<file path="src/rtl/zre_pkg.sv">
// Shared constants for the zero-run expander: token kinds, FSM encoding and
// the default byte width.
package zre_pkg;

  localparam int unsigned ZRE_WIDTH = 8;

  // Token kind carried on in_is_run
  localparam logic TOK_LIT = 1'b0;
  localparam logic TOK_RUN = 1'b1;

  // Expander state encoding
  localparam logic ST_IDLE = 1'b0;
  localparam logic ST_RUN  = 1'b1;

endpackage

</file>
<file path="src/rtl/zero_run_expander_if.sv">
// Token-in / byte-out handshake bundle for the zero-run expander.
//   in_valid/in_ready/in_is_run/in_data : token channel (expander is sink)
//   out_valid/out_ready/out_data/out_zero : byte channel (expander is source)
//   busy : expander is emitting a multi-byte run
// slave  = expander view, master = environment (token source + byte sink).
interface zero_run_expander_if #(
  parameter int unsigned WIDTH = 8
);
  logic             in_valid;
  logic             in_ready;
  logic             in_is_run;
  logic [WIDTH-1:0] in_data;
  logic             out_valid;
  logic             out_ready;
  logic [WIDTH-1:0] out_data;
  logic             out_zero;
  logic             busy;

  modport slave (
    input  in_valid, in_is_run, in_data, out_ready,
    output in_ready, out_valid, out_data, out_zero, busy
  );

  modport master (
    output in_valid, in_is_run, in_data, out_ready,
    input  in_ready, out_valid, out_data, out_zero, busy
  );
endinterface

</file>
<file path="src/rtl/byte_zero_detect.sv">
// All-zero detector: zero_o is the NOR of every bit of data_i.
//   data_i : byte under test
//   zero_o : high iff data_i == 0
module byte_zero_detect
  import zre_pkg::*;
#(
  parameter int unsigned WIDTH = ZRE_WIDTH
) (
  input  logic [WIDTH-1:0] data_i,
  output logic             zero_o
);
  assign zero_o = ~|data_i;
endmodule

</file>
<file path="src/rtl/zero_run_expander.sv">
// Expands a token stream (literal bytes and zero-run counts) into one byte per
// beat. A single output register holds the current byte; a run token loads
// its first zero immediately and the RUN state supplies the remaining zeros.
//   clk, rst_n : clock, asynchronous active-low reset
//   bus        : token in / byte out handshakes, out_zero flag, busy
module zero_run_expander
  import zre_pkg::*;
#(
  parameter int unsigned WIDTH = ZRE_WIDTH
) (
  input  logic                clk,
  input  logic                rst_n,
  zero_run_expander_if.slave  bus
);

  localparam logic [WIDTH-1:0] One = WIDTH'(1);

  logic             state_q, state_d;
  logic [WIDTH-1:0] remaining_q, remaining_d;
  logic             out_valid_q, out_valid_d;
  logic [WIDTH-1:0] out_data_q, out_data_d;
  logic             slot_free;
  logic             fire;

  // Slot can take a new byte if empty or being drained this cycle
  assign slot_free    = ~out_valid_q | bus.out_ready;
  assign bus.in_ready = (state_q == ST_IDLE) & slot_free;
  assign fire         = bus.in_valid & bus.in_ready;

  always_comb begin
    state_d     = state_q;
    remaining_d = remaining_q;
    out_valid_d = out_valid_q;
    out_data_d  = out_data_q;
    if (state_q == ST_IDLE) begin
      if (fire) begin
        out_valid_d = 1'b1;
        if (bus.in_is_run == TOK_LIT) begin
          out_data_d = bus.in_data;
        end else begin
          out_data_d  = '0;
          // Length 0 means 2^WIDTH, so N-1 is in_data-1 with natural wrap
          remaining_d = bus.in_data - One;
          state_d     = (bus.in_data == One) ? ST_IDLE : ST_RUN;
        end
      end else if (slot_free) begin
        out_valid_d = 1'b0;
      end
    end else begin
      if (slot_free) begin
        out_valid_d = 1'b1;
        out_data_d  = '0;
        remaining_d = remaining_q - One;
        if (remaining_q == One) begin
          state_d = ST_IDLE;
        end
      end
    end
  end

  always_ff @(posedge clk or negedge rst_n) begin
    if (!rst_n) begin
      state_q     <= ST_IDLE;
      remaining_q <= '0;
      out_valid_q <= 1'b0;
      out_data_q  <= '0;
    end else begin
      state_q     <= state_d;
      remaining_q <= remaining_d;
      out_valid_q <= out_valid_d;
      out_data_q  <= out_data_d;
    end
  end

  assign bus.out_valid = out_valid_q;
  assign bus.out_data  = out_data_q;
  assign bus.busy      = (state_q == ST_RUN);

  byte_zero_detect #(
    .WIDTH (WIDTH)
  ) u_zero_detect (
    .data_i (out_data_q),
    .zero_o (bus.out_zero)
  );

endmodule

</file>
<file path="src/flat_wrapper.sv">
// flat-port wrapper written by rule: the top's interface ports become plain ports
module zero_run_expander_flat import zre_pkg::*;
#(
  parameter int unsigned WIDTH = ZRE_WIDTH
)
  (clk, rst_n, bus_in_valid, bus_in_is_run, bus_in_data, bus_out_ready, bus_in_ready, bus_out_valid, bus_out_data, bus_out_zero, bus_busy);
  zero_run_expander_if #(.WIDTH(WIDTH)) bus_i ();
  input  logic clk;
  input  logic rst_n;
  input wire logic [$bits(bus_i.in_valid)-1:0] bus_in_valid;
  input wire logic [$bits(bus_i.in_is_run)-1:0] bus_in_is_run;
  input wire logic [$bits(bus_i.in_data)-1:0] bus_in_data;
  input wire logic [$bits(bus_i.out_ready)-1:0] bus_out_ready;
  output wire logic [$bits(bus_i.in_ready)-1:0] bus_in_ready;
  output wire logic [$bits(bus_i.out_valid)-1:0] bus_out_valid;
  output wire logic [$bits(bus_i.out_data)-1:0] bus_out_data;
  output wire logic [$bits(bus_i.out_zero)-1:0] bus_out_zero;
  output wire logic [$bits(bus_i.busy)-1:0] bus_busy;
  assign bus_i.in_valid = bus_in_valid;
  assign bus_i.in_is_run = bus_in_is_run;
  assign bus_i.in_data = bus_in_data;
  assign bus_i.out_ready = bus_out_ready;
  assign bus_in_ready = bus_i.in_ready;
  assign bus_out_valid = bus_i.out_valid;
  assign bus_out_data = bus_i.out_data;
  assign bus_out_zero = bus_i.out_zero;
  assign bus_busy = bus_i.busy;
  zero_run_expander #(.WIDTH(WIDTH)) u_core (.clk(clk), .rst_n(rst_n), .bus(bus_i));
endmodule
</file>
<file path="config.mk">
export PLATFORM = sky130hd
export DESIGN_NAME = zero_run_expander_flat
export DESIGN_NICKNAME = d
export VERILOG_FILES = /design/src/rtl/zre_pkg.sv /design/src/rtl/zero_run_expander_if.sv /design/src/rtl/byte_zero_detect.sv /design/src/rtl/zero_run_expander.sv /design/src/flat_wrapper.sv
export SDC_FILE = /design/constraint.sdc
export NUM_CORES = 1
export LEC_CHECK = 0
export CAP_MARGIN = 5
export CELL_PAD_IN_SITES_DETAIL_PLACEMENT = 1
export CELL_PAD_IN_SITES_GLOBAL_PLACEMENT = 2
export CORE_UTILIZATION = 31
export CTS_CLUSTER_DIAMETER = 50
export DETAILED_ROUTE_END_ITERATION = 7
export PLACE_DENSITY = 0.89
export SYNTH_ARGS = -nofsm -noshare
export SYNTH_HDL_FRONTEND = slang
export SYNTH_SLANG_ARGS = --single-unit
</file>
<file path="constraint.sdc">
create_clock -name clk -period 4.6 [get_ports clk]
set_input_delay 0.92 -clock clk [delete_from_list [all_inputs] [get_ports clk]]
set_output_delay 0.92 -clock clk [all_outputs]
set_load 0.005 [all_outputs]
</file>
==> flow_metrics.env <==
export IMPL_outcome="complete, no violations"
export IMPL_grtUsageTotal=0.169
export IMPL_grt_max_degree=19
export IMPL_worstMarginPinSlew_ps=913
export IMPL_ys_types=36
export IMPL_ys_flop_type="dfrtp_1"
export IMPL_grt_antenna_before_repair=0
export IMPL_routedWlPerCell_um=14.3
export IMPL_dp_hpwl_um=2170
export IMPL_ctsLongestPathBuffers=2
export IMPL_cts_tree="done"
export IMPL_fillers=411
export IMPL_initial_utilization=0.325
export IMPL_chipWidth_um=61.2
export IMPL_cts_setup_buffers=0
export IMPL_grt_pass1_wl_um=4530
export IMPL_worstHoldPathType="reg -> reg"
export IMPL_critPathMaxFanout=6
export IMPL_drt_initial_drc_count=20
export IMPL_cts_buffers=3
export IMPL_totalWireLength_um=2790
export IMPL_slew_headroom=0.387
export IMPL_synth_cells=124
export IMPL_crit_arrival_ps=2170
export IMPL_viasPerCell=5.18
export IMPL_dieArea_sq_um=3740
export IMPL_vdd_drop_max_uv=148
export IMPL_synthTopCellsByArea="dfrtp_1, nand2_1, o21ai_0, ha_1, nor2_1"
export IMPL_yosysTopAreaCell="dfrtp_1"
export IMPL_synth_edf_count=0
export IMPL_syn_num_nets=141
export IMPL_synthArstFlopShare=1.00
export IMPL_cap_viol_max_count=0
export IMPL_clkSinkCount=18
export IMPL_leakagePower_uw=0.000558
export IMPL_post_cts_resized=0
export IMPL_netlist_top_cells_count="nand2_1, dfrtp_1, o21ai_0, nor2_1"
export IMPL_stdcell_area_sq_um=1410
export IMPL_drc=0
export IMPL_rsz0062_at_grt="false"
export IMPL_seq_area_frac_synth=0.415
export IMPL_yosysWarnings=0
export IMPL_ant_nets=0
export IMPL_port_buffers=24
export IMPL_core_area_sq_um=3340
export IMPL_ys_seq_elements=18
export IMPL_syn_cell_area_sq_um=1080
export IMPL_place_area_sq_um=1370
export IMPL_htree_levels=1
export IMPL_clock_fmax_mhz=324
export IMPL_cts_hold_fix_buffers=0
export IMPL_num_vias=1010
export IMPL_maxSlewViolCount=0
export IMPL_fp_dieH_um=61.2
export IMPL_cp_start_kind="primary input"
export IMPL_dr_pass1_iters=4
export IMPL_num_rows=21
export IMPL_p_per_area_nw_per_um2=462
export IMPL_nets=167
export IMPL_drive_gt1_frac=0.0805
export IMPL_end_kind="output pin"
export IMPL_clkLatencyLatePin_ps=310
export IMPL_critPathKind="in -> out"
export IMPL_post_synth_top_count_cell="nand2_1"
export IMPL_io_pins=25
export IMPL_fin_crit_sh=0.671
export IMPL_n_antenna_cell=0
export IMPL_setup_viol=0
export IMPL_gp_congestion=0.718
export IMPL_syn_avg_cell_area_sq_um=8.75
export IMPL_root_buffer="clkbuf_4"
export IMPL_hold_violations=0
export IMPL_critPathRequiredTime_ps=3680
export IMPL_tns_ps=0
export IMPL_finClkSkew_ps=7.32
export IMPL_synth_top_area_frac=0.415
export IMPL_post_route_min_period_ps=3090
export IMPL_final_util=0.422
export IMPL_clkTransAtPathRegs_ps=100
export IMPL_grt_pass1_vias=984
export IMPL_grt_ovfl_total=0
export IMPL_syn_to_final_growth_pct=29.8
==> report_power, final <==
part           internal, uW  total (uW)  switching (uW)
clock                  48.3         103            54.2
sequential              206         281            75.2
combinational           145         267             122
==> logic make-up (layout without fill, tap and decap cells) <==
kind of cell,count (synthesis),after routing,share of synthesized area
buffers and inverters,7,32,0.0242
DFF,18,18,0.415
AOI/OAI and AO/OA,29,29,0.176
adders and majority gates,4,4,0.0461
and+or+nand+nor,59,59,0.278
xor gates and xnor gates,4,4,0.0323
muxes,3,3,0.0277
==> worst paths after layout <==
check	from	to	slack (ps)	depth (start not counted)
max in group asynchronous	rst_n	u_core.bus.out_data[2]	3000	1
hold / removal	u_core.bus.out_data[0]	u_core.bus.out_data[0]	520	2
hold reg to reg	u_core.bus.out_data[0]	u_core.bus.out_data[0]	520	2
setup reg to reg	u_core.bus.busy	u_core.remaining_q[5]	2760	3
setup / recovery	bus_out_ready	bus_in_ready	1510	4
min in group asynchronous	rst_n	u_core.remaining_q[5]	1080	1
==> final cells by class <==
| type | count | area, sq um | share of cell area |
|---|---|---|---|
| clock buffer | 4 | 36.3 | 0.0258 |
| inverter | 4 | 15.0 | 0.0107 |
| tap | 46 | 57.6 | 0.0409 |
| timing repair buffer | 24 | 240 | 0.171 |
| multi-input combinational | 99 | 608 | 0.432 |
| sequential | 18 | 450 | 0.320 |
==> through the flow <==
stage	power [uW]	instances	setup WS [ps]	hold slack (ps)
after global routing	705	195	1450	566
after CTS	657	195	1510	524
final	651	195	1510	518
after floorplan	438	124	2420	486
after global placement	541	191	1550	483
after detailed placement	556	191	1510	500
==> flip-flops by register name, summed over array words and instances, names as in the netlist <==
register and cells:
u_core.remaining_q 8, u_core.bus.busy 1, u_core.bus.out_data 8, u_core.bus.out_valid 1
==> worst max-delay path: stages <==
cell and delay [ps]:
clkdlybuf4s50_1 410, nor2b_1 300, nor2_1 70, clkdlybuf4s50_1 460
==> placed cells by master (no fill, tap or decap), types with 2 or more instances in the layout <==
master	instances
or3_1	2
dfrtp_1	18
a21oi_1	2
nor3_1	4
or2_2	2
ha_1	4
inv_1	4
a221oi_1	2
or4_1	2
nor4_1	2
o21ai_0	15
mux2i_1	3
nand3_1	2
clkdlybuf4s50_1	24
nand2_1	24
o31ai_1	2
nor2_1	11
xnor2_1	3
or4_4	2
clkbuf_4	3
==> routing by layer <==
layer / GRT usage / wire, um / part of all wire / vias up
li1: - / - / - / 493
met1: 0.226 / 1370 / 0.49 / 499
met2: 0.273 / 1310 / 0.47 / 14
met3: 0.0189 / 55 / 0.020 / 4
met4: 0.0779 / 55 / 0.020 / 0
met5: 0 / 0 / 0 / -
No activity file was read; power rests on OpenSTA's default activity.
